--- src/rtl/stopwatch_core.sv ---
// stopwatch_core: MM:SS BCD stopwatch advanced by a prescaled, edge-detected
// tick strobe sampled in the clk_in domain.
// Optional lap-hold display freeze is built when STOPWATCH_LAP_EN is defined;
// without it, lap is ignored and lap_active is tied low.
module stopwatch_core #(
    parameter int unsigned TICKS_PER_STEP = 100
) (
    input  logic        clk_in,
    input  logic        rst_n,
    input  logic        tick_in,
    input  logic        start_stop,
    input  logic        clear,
    input  logic        lap,
    output logic [15:0] digits,
    output logic        running,
    output logic        wrap_pulse,
    output logic        lap_active
);

    localparam logic [15:0] PRE_LAST = 16'(TICKS_PER_STEP - 1);

    localparam logic [1:0] ST_IDLE  = 2'd0;
    localparam logic [1:0] ST_RUN   = 2'd1;
    localparam logic [1:0] ST_PAUSE = 2'd2;

    logic        r_s1;
    logic        r_s2;
    logic        r_s3;
    logic [1:0]  r_state;
    logic [15:0] r_pre;
    logic [15:0] r_time;
    logic        r_wrap;

    logic        w_rise;
    logic        w_count;
    logic [16:0] w_time_inc;

    // One-second BCD increment with ripple carry; bit 16 flags the 59:59 -> 00:00 wrap.
    // Comparisons use >= so a corrupted digit can never stick outside 0..9 / 0..5.
    function automatic logic [16:0] bcd_inc(input logic [15:0] t);
        logic [3:0] d0;
        logic [3:0] d1;
        logic [3:0] d2;
        logic [3:0] d3;
        logic       c;
        d0 = t[3:0];
        d1 = t[7:4];
        d2 = t[11:8];
        d3 = t[15:12];
        c  = 1'b1;
        if (d0 >= 4'd9) begin
            d0 = 4'd0;
        end else begin
            d0 = d0 + 4'd1;
            c  = 1'b0;
        end
        if (c) begin
            if (d1 >= 4'd5) begin
                d1 = 4'd0;
            end else begin
                d1 = d1 + 4'd1;
                c  = 1'b0;
            end
        end
        if (c) begin
            if (d2 >= 4'd9) begin
                d2 = 4'd0;
            end else begin
                d2 = d2 + 4'd1;
                c  = 1'b0;
            end
        end
        if (c) begin
            if (d3 >= 4'd5) begin
                d3 = 4'd0;
            end else begin
                d3 = d3 + 4'd1;
                c  = 1'b0;
            end
        end
        return {c, d3, d2, d1, d0};
    endfunction

    assign w_rise     = r_s2 & ~r_s3;
    assign w_count    = (r_state == ST_RUN) && w_rise;
    assign w_time_inc = bcd_inc(r_time);

    // Synchronise the divider output and keep one extra stage for edge detection.
    always_ff @(posedge clk_in or negedge rst_n) begin
        if (!rst_n) begin
            r_s1 <= 1'b0;
            r_s2 <= 1'b0;
            r_s3 <= 1'b0;
        end else begin
            r_s1 <= tick_in;
            r_s2 <= r_s1;
            r_s3 <= r_s2;
        end
    end

    // Run/pause state machine; clear wins over start_stop.
    always_ff @(posedge clk_in or negedge rst_n) begin
        if (!rst_n) begin
            r_state <= ST_IDLE;
        end else if (clear) begin
            r_state <= ST_IDLE;
        end else if (start_stop) begin
            case (r_state)
                ST_IDLE:  r_state <= ST_RUN;
                ST_RUN:   r_state <= ST_PAUSE;
                ST_PAUSE: r_state <= ST_RUN;
                default:  r_state <= ST_IDLE;
            endcase
        end
    end

    // Prescaler and time advance, gated by the state held before this edge.
    always_ff @(posedge clk_in or negedge rst_n) begin
        if (!rst_n) begin
            r_pre  <= 16'd0;
            r_time <= 16'h0000;
            r_wrap <= 1'b0;
        end else if (clear) begin
            r_pre  <= 16'd0;
            r_time <= 16'h0000;
            r_wrap <= 1'b0;
        end else begin
            r_wrap <= 1'b0;
            if (w_count) begin
                if (r_pre >= PRE_LAST) begin
                    r_pre  <= 16'd0;
                    r_time <= w_time_inc[15:0];
                    r_wrap <= w_time_inc[16];
                end else begin
                    r_pre <= r_pre + 16'd1;
                end
            end
        end
    end

    assign running    = (r_state == ST_RUN);
    assign wrap_pulse = r_wrap;

`ifdef STOPWATCH_LAP_EN
    logic        r_lap_active;
    logic [15:0] r_hold;

    // Lap hold: toggled only while running, captures the live time on entry.
    always_ff @(posedge clk_in or negedge rst_n) begin
        if (!rst_n) begin
            r_lap_active <= 1'b0;
            r_hold       <= 16'h0000;
        end else if (clear) begin
            r_lap_active <= 1'b0;
        end else if (lap && (r_state == ST_RUN)) begin
            if (r_lap_active) begin
                r_lap_active <= 1'b0;
            end else begin
                r_lap_active <= 1'b1;
                r_hold       <= r_time;
            end
        end
    end

    assign digits     = r_lap_active ? r_hold : r_time;
    assign lap_active = r_lap_active;
`else
    logic w_unused_lap;
    assign w_unused_lap = lap;
    assign digits       = r_time;
    assign lap_active   = 1'b0;
`endif

endmodule

--- config.mk ---
export PLATFORM = sky130hd
export DESIGN_NAME = stopwatch_core
export DESIGN_NICKNAME = d
export VERILOG_FILES = /design/src/rtl/stopwatch_core.sv
export SDC_FILE = /design/constraint.sdc
export NUM_CORES = 1
export LEC_CHECK = 0
export ABC_AREA = 0
export BUFFER_PORTS_ARGS = -buffer_cell sky130_fd_sc_hd__buf_2
export CAP_MARGIN = 20
export CORE_ASPECT_RATIO = 2
export CORE_MARGIN = 1.5
export CORE_UTILIZATION = 60
export DETAILED_ROUTE_END_ITERATION = 12
export PLACE_DENSITY = 0.83
export RECOVER_POWER = 25
export SYNTH_ARGS = -nofsm -noshare
export SYNTH_HDL_FRONTEND = slang
export SYNTH_SLANG_ARGS = --single-unit
--- constraint.sdc ---
create_clock -name clk_in -period 4 [get_ports clk_in]
set_input_delay 0.6 -clock clk_in [delete_from_list [all_inputs] [get_ports clk_in]]
set_output_delay 0.6 -clock clk_in [all_outputs]
set_load 0.03 [all_outputs]
==> results of run 1 <==
-- how the worst max path moves through the flow --
stage          depth (start not counted)          to
4_1_cts                                6   r_pre[10]
5_1_grt                                6   r_pre[11]
3_3_place_gp                           6    r_pre[4]
6_report                               6   r_pre[10]
3_5_place_dp                           6    r_pre[3]
2_1_floorplan                          7  digits[11]
-- sequential cells by signal, indices dropped and copies added (netlist names) --
signal,cells
digits,16
r_pre,16
r_state,2
r_s1,1
r_s2,1
r_s3,1
wrap_pulse,1
-- synthesized netlist by cell type, drive strengths merged, types with 4 or more instances --
cell type  count
dfrtp         38
nor2          23
a21oi         16
ha            13
nand2         13
inv           10
nand3         10
o21ai          8
nand4          6
or3            5
and3           4
buf            4
nor4           4
xor2           4
-- cell usage in the layout (no fill, tap or decap), types with 5 or more instances in the layout --
master	count
buf_2	20
clkbuf_8	6
inv_1	10
dfrtp_1	38
nor2_1	23
o21ai_0	7
nand3_1	10
nand2_1	13
or3_1	5
nand4_1	6
ha_1	13
a21oi_1	16
-- where the power goes --
group	switching [mW]	internal [mW]	leakage (nW)
combinational	0.0223	0.00682	0.533
sequential	0.00259	0.388	0.523
clock	0.133	0.138	0.0472
total	0.158	0.533	1.10
-- cell families after synthesis --
family	count (synthesis)	share of synthesized area [%]
simple gates	85	23.0
compound gates	42	13.5
flops	38	47.3
buf+inv	17	3.80
fa+ha+maj	13	8.09
xor+xnor	6	2.62
mux	3	1.49
other cells	1	0.187
-- layout make-up --
type,instances,area (µm²),area share (%)
clock inverter,2,12.5,0.566
timing repair buffer,22,108,4.86
multi-input combinational,150,982,44.4
inverter,10,37.5,1.70
tap,31,38.8,1.75
sequential,38,951,43.0
clock buffer,6,82.6,3.73
-- through the flow --
stage	instance area, µm²	worst slack (ns)	instances
finish	2210	1.42	259
global route	2210	1.14	259
CTS	2210	1.41	259
detailed placement	2120	1.47	251
global placement	2120	1.46	251
floorplan	2010	2.09	205
-- worst max-delay path, cell delays in order (launching register included) --
cell      delay, ns
dfrtp_1        0.42
ha_1           0.22
nor4_1         0.34
o211ai_2       0.18
o21ai_1        0.65
nand2b_1       0.47
nor2_1         0.21
-- metal layers --
| layer | share of wire [%] | vias to the layer above | track usage (%) |
|---|---|---|---|
| li1 | - | 770 | - |
| met1 | 37 | 775 | 23.0 |
| met2 | 58 | 29 | 42.8 |
| met3 | 2.8 | 11 | 3.40 |
| met4 | 2.5 | 0 | 11.6 |
| met5 | 0 | - | 0 |
==> flow_summary_export.csv, run 1 <==
group,metric,value,unit
status,outcome,"finished with violations",
status,failed_checks,"max-capacitance violations, max-slew violations",
critical_path,critPathKind,"flop to flop",
die,dieArea,3730,µm²
clock_tree,postCtsSetupBuffers,0,
power_and_ir_drop,peakVddDrop,334,µV
timing,hold_ws,0.353,ns
synthesis,synthesis.nets,224,
route,vias_per_cell,6.12,
finish,n_fill_cell,254,
power_and_ir_drop,power.total,0.691,mW
clock_tree,postCtsHoldBufs,0,
critical_path,path_max_fanout,13,
critical_path,crit_arrival,2.78,ns
synthesis,yosysSeqAreaShare,47.3,%
timing,timing.fmax,388,MHz
worst_hold_path,min_to,"r_s2",
synthesis,synth-edff-count,0,
route,ant_nets,0,
timing,skew,0.0101,ns
critical_path,r2r_setup_slack,1.42,ns
timing,slew_viol_final,39,
die,initial_core_util,62.9,%
synthesis,synth_area_leaders,"dfrtp_1, ha_1, nor2_1, a21oi_1, nand3_1",
global_route,grt_max_degree,39,
place,io_buffers,22,
timing,fin_crit_sh,64.5,%
route,vias,1585,
clock_tree,clkTransAtPathRegs,0.07,ns
worst_hold_path,holdPathStages,0,
global_route,globalRouteTotalUtil,23.0,%
place,routabilityCongestion,0.829,
timing,period_minus_slack,2.58,ns
finish,diodes,0,
synthesis,synth_area,2010,µm²
global_route,grt_pass1_wl,6.62,mm
timing,worst_slew_margin_rel,-32.7,%
synthesis,synth.distinct_cells,45,
synthesis,synth_top_area_cell,"dfrtp_1",
critical_path,end_kind,"flop",
critical_path,required,4.21,ns
critical_path,crit_path_start_kind,"flop",
synthesis,yosys_warnings,0,
timing,tns,0,ns
finish,area_delta_synth_final,10.1,%
route,wl_per_cell,14.7,µm
clock_tree,ctsHtreeMaxLevel,2,
worst_hold_path,min_from,"r_s1",
critical_path,critPathLaunch,"r_pre[0]",
critical_path,rr_startpoint,"r_pre[0]",
route,drt_drc_violations_left,0,
global_route,antenna_found_initial,0,
clock_tree,cts_tree,"built",
power_and_ir_drop,p_per_area,312,nW/µm²
clock_tree,clk_latency,0.29,ns
timing,rsz0062_at_grt,"false",
synthesis,async_reset_ff_share,100,%
timing,tightest_slew,1.99,ns
clock_tree,post_cts_resized,0,
synthesis,synth_top_area_share,47.3,%
clock_tree,numCtsBuffers,5,
place,hpwl,2.78,mm
synthesis,syn_avg_cell_area,9.80,µm²
run,max-cap-violations,1,
synthesis,synth_seq_cells,38,
die,ioPinCount,25,
route,drt_iter0_drc,58,
global_route,grt_pass1_vias,1602,
critical_path,rr_worst_depth,6,
die,rows,29,
die,die_h,84.8,µm
route,firstDrtPassIters,4,
power_and_ir_drop,leakagePower,1.10,nW
synthesis,syn-instance-count,205,
timing,setup_viol,0,
global_route,grt_overflow_total,0,
clock_tree,cts.sinks,38,
synthesis,ys.flop_type,"dfrtp_1",
finish,fin_util,69.3,%
worst_hold_path,hold_path_class,"flop to flop",
timing,hold_viol_final,0,
die,die_x,43.9,µm
critical_path,reg2reg_to,"r_pre[10]",
clock_tree,cts_root_buffer,"clkbuf_8",
clock_tree,cts_max_path_buffers,2,
finish,finalNetCount,246,
finish,drive_above_1_share,14.5,%
die,core_area,3190,µm²
route,routed_wl,3.80,mm
Power figures use the tool's default switching activity.
==> run 2, diff against run 1 <==
--- a/config.mk
+++ b/config.mk
@@ -10,9 +10,9 @@
 export CAP_MARGIN = 20
 export CORE_ASPECT_RATIO = 2
 export CORE_MARGIN = 1.5
-export CORE_UTILIZATION = 60
+export CORE_UTILIZATION = 57
 export DETAILED_ROUTE_END_ITERATION = 12
-export PLACE_DENSITY = 0.83
+export PLACE_DENSITY = 0.8
 export RECOVER_POWER = 25
 export SYNTH_ARGS = -nofsm -noshare
 export SYNTH_HDL_FRONTEND = slang
==> constraint.sdc (replaced) <==
create_clock -name clk_in -period 2.6 [get_ports clk_in]
set_input_delay 0.39 -clock clk_in [delete_from_list [all_inputs] [get_ports clk_in]]
set_output_delay 0.39 -clock clk_in [all_outputs]
set_load 0.03 [all_outputs]
==> run 2 against run 1 <==
Against the previous run: the run still ends with max-capacitance violations, max-slew violations left; die area is 5.0% higher; hold slack worse by 0.15 ns; final area is 0.40% lower.
==> flow_summary_export.csv, run 2 (same netlist as run 1, synthesis figures left out) <==
group,metric,value,unit
status,outcome,"finished with violations",
status,failed_checks,"max-capacitance violations, max-slew violations",
place,dpl_worst_slack,0.526,ns
clock_tree,clkTransAtPathRegs,0.07,ns
global_route,grt_pass1_wl,6.78,mm
route,firstDrtPassIters,4,
worst_hold_path,min_to,"r_s1",
finish,fin_util,65.2,%
finish,area_delta_synth_final,9.65,%
clock_tree,cts_tree,"built",
die,ioPinCount,25,
route,vias,1626,
timing,worst_slew_margin_rel,-31.7,%
critical_path,cp_slowest_cell,"dfrtp_1",
worst_hold_path,hold_path_class,"input port to flop",
critical_path,worstPathCellList,"ha_1 > nor4_1 > o211ai_2 > o21a_1 > a21o_1 > mux2i_1",
critical_path,crit_family,"compound AO/OA/AOI/OAI gates",
critical_path,rr_worst_depth,6,
critical_path,r2r_setup_slack,0.55,ns
die,initial_core_util,59.5,%
timing,rsz0062_at_grt,"false",
timing,slew_viol_final,39,
finish,design_area,2200,µm²
clock_tree,cts_max_path_buffers,2,
finish,final_cell_mix,"dfrtp_1, nor2_1, buf_2",
worst_hold_path,holdPathStages,1,
finish,multiInputGateArea,982,µm²
run,max-cap-violations,1,
global_route,grt_pass1_vias,1611,
critical_path,cpPeakStageDelay,0.41,ns
timing,tns,0,ns
clock_tree,numCtsBuffers,5,
global_route,grt_overflow_total,0,
clock_tree,postCtsSetupBuffers,0,
worst_hold_path,min_from,"tick_in",
critical_path,reg2reg_to,"digits[9]",
timing,period_minus_slack,2.05,ns
place,hpwl,2.77,mm
power_and_ir_drop,clkPwrFrac,37.2,%
route,drt_iter0_drc,29,
critical_path,required,2.78,ns
route,wl_per_cell,14.9,µm
power_and_ir_drop,comb_power_share,4.4,%
finish,diodes,0,
die,die_h,87.0,µm
route,drt_drc_violations_left,0,
power_and_ir_drop,leakagePower,1.10,nW
power_and_ir_drop,p_per_area,466,nW/µm²
finish,finalNetCount,247,
power_and_ir_drop,p_sw_share,22.9,%
route,vias_per_cell,6.25,
die,rows,30,
route,routed_wl,3.86,mm
power_and_ir_drop,p_seq_share,58.4,%
finish,layout.area.seq,951,µm²
clock_tree,cts_root_buffer,"clkbuf_8",
route,ant_nets,0,
critical_path,crit_path_start_kind,"flop",
die,core_area,3380,µm²
place,routabilityCongestion,0.805,
global_route,antenna_found_initial,0,
die,dieArea,3910,µm²
clock_tree,clk_latency,0.29,ns
timing,hold_ws,0.208,ns
timing,fin_crit_sh,78.9,%
timing,timing.fmax,488,MHz
clock_tree,ctsHtreeMaxLevel,2,
power_and_ir_drop,power.internal,0.792,mW
finish,drive_above_1_share,14.0,%
timing,setup_viol,0,
clock_tree,cts.sinks,38,
power_and_ir_drop,peakVddDrop,462,µV
critical_path,path_max_fanout,11,
timing,skew,0.00887,ns
die,die_x,45.0,µm
critical_path,crit_arrival,2.23,ns
critical_path,rr_startpoint,"r_pre[0]",
critical_path,worst-path-buf-inv,0,
place,io_buffers,22,
global_route,globalRouteTotalUtil,22.8,%
clock_tree,post_cts_resized,0,
clock_tree,postCtsHoldBufs,0,
place,placed_cell_area,2130,µm²
critical_path,critPathKind,"flop to flop",
timing,tightest_slew,1.97,ns
global_route,grt_max_degree,39,
timing,hold_viol_final,0,
finish,final_common_cell,"dfrtp_1",
finish,n_fill_cell,311,
timing,fin_ws,0.550,ns
power_and_ir_drop,switching_power,0.235,mW
critical_path,end_kind,"flop",
-- run 2: cell types whose count changed in the layout (fill, tap and decap cells not counted), sizes merged --
cell      delta
buf          +2
clkinvlp     -1
clkinv       -1
-- run 2: worst max path at each step --
| stage | startpoint | endpoint | slack [ns] | depth (start not counted) |
|---|---|---|---|---|
| 2_1_floorplan | digits[9] | digits[11] | 0.69 | 7 |
| 3_3_place_gp | r_pre[0] | digits[3] | 0.57 | 6 |
| 3_5_place_dp | r_pre[0] | digits[9] | 0.53 | 6 |
| 4_1_cts | r_pre[0] | digits[9] | 0.51 | 6 |
| 5_1_grt | rst_n | r_pre[6] | 0.37 | 1 |
| 6_report | r_pre[0] | digits[9] | 0.55 | 6 |
-- run 2: cell type report --
type                       instances  share of cell area (%)
timing repair buffer              23                    5.28
multi-input combinational        150                    44.6
sequential                        38                    43.2
tap                               32                    1.82
inverter                          10                    1.70
clock buffer                       7                    3.46
-- run 2: metrics by stage --
step,power [mW],cells
3_5_place_dp,0.658,253
5_1_grt,1.06,260
3_3_place_gp,0.658,253
2_1_floorplan,0.638,205
6_report,1.03,260
4_1_cts,1.03,260
-- run 2: worst register-to-register path, cell delays in order, from the launching register on --
cell and delay, ns:
dfrtp_1 0.41, ha_1 0.23, nor4_1 0.40, o211ai_2 0.19
o21a_1 0.36, a21o_1 0.24, mux2i_1 0.12
-- run 2: power by group through the flow --
stage	clock, mW	combinational (mW)	sequential [mW]
4_1_cts	0.388	0.0464	0.600
2_1_floorplan	0	0.0278	0.611
6_report	0.382	0.0450	0.600
5_1_grt	0.413	0.0510	0.601
3_3_place_gp	0	0.0463	0.611
3_5_place_dp	0	0.0463	0.612
-- run 2: metal layers --
metal | vias up | share of wire (%) | global-route usage [%] | wire, µm
li1 | 771 | - | - | -
met1 | 825 | 37 | 22.9 | 1410
met2 | 24 | 59 | 43.0 | 2290
met3 | 6 | 2.3 | 3.94 | 88
met4 | 0 | 1.8 | 9.36 | 68
met5 | - | 0 | 0 | 0
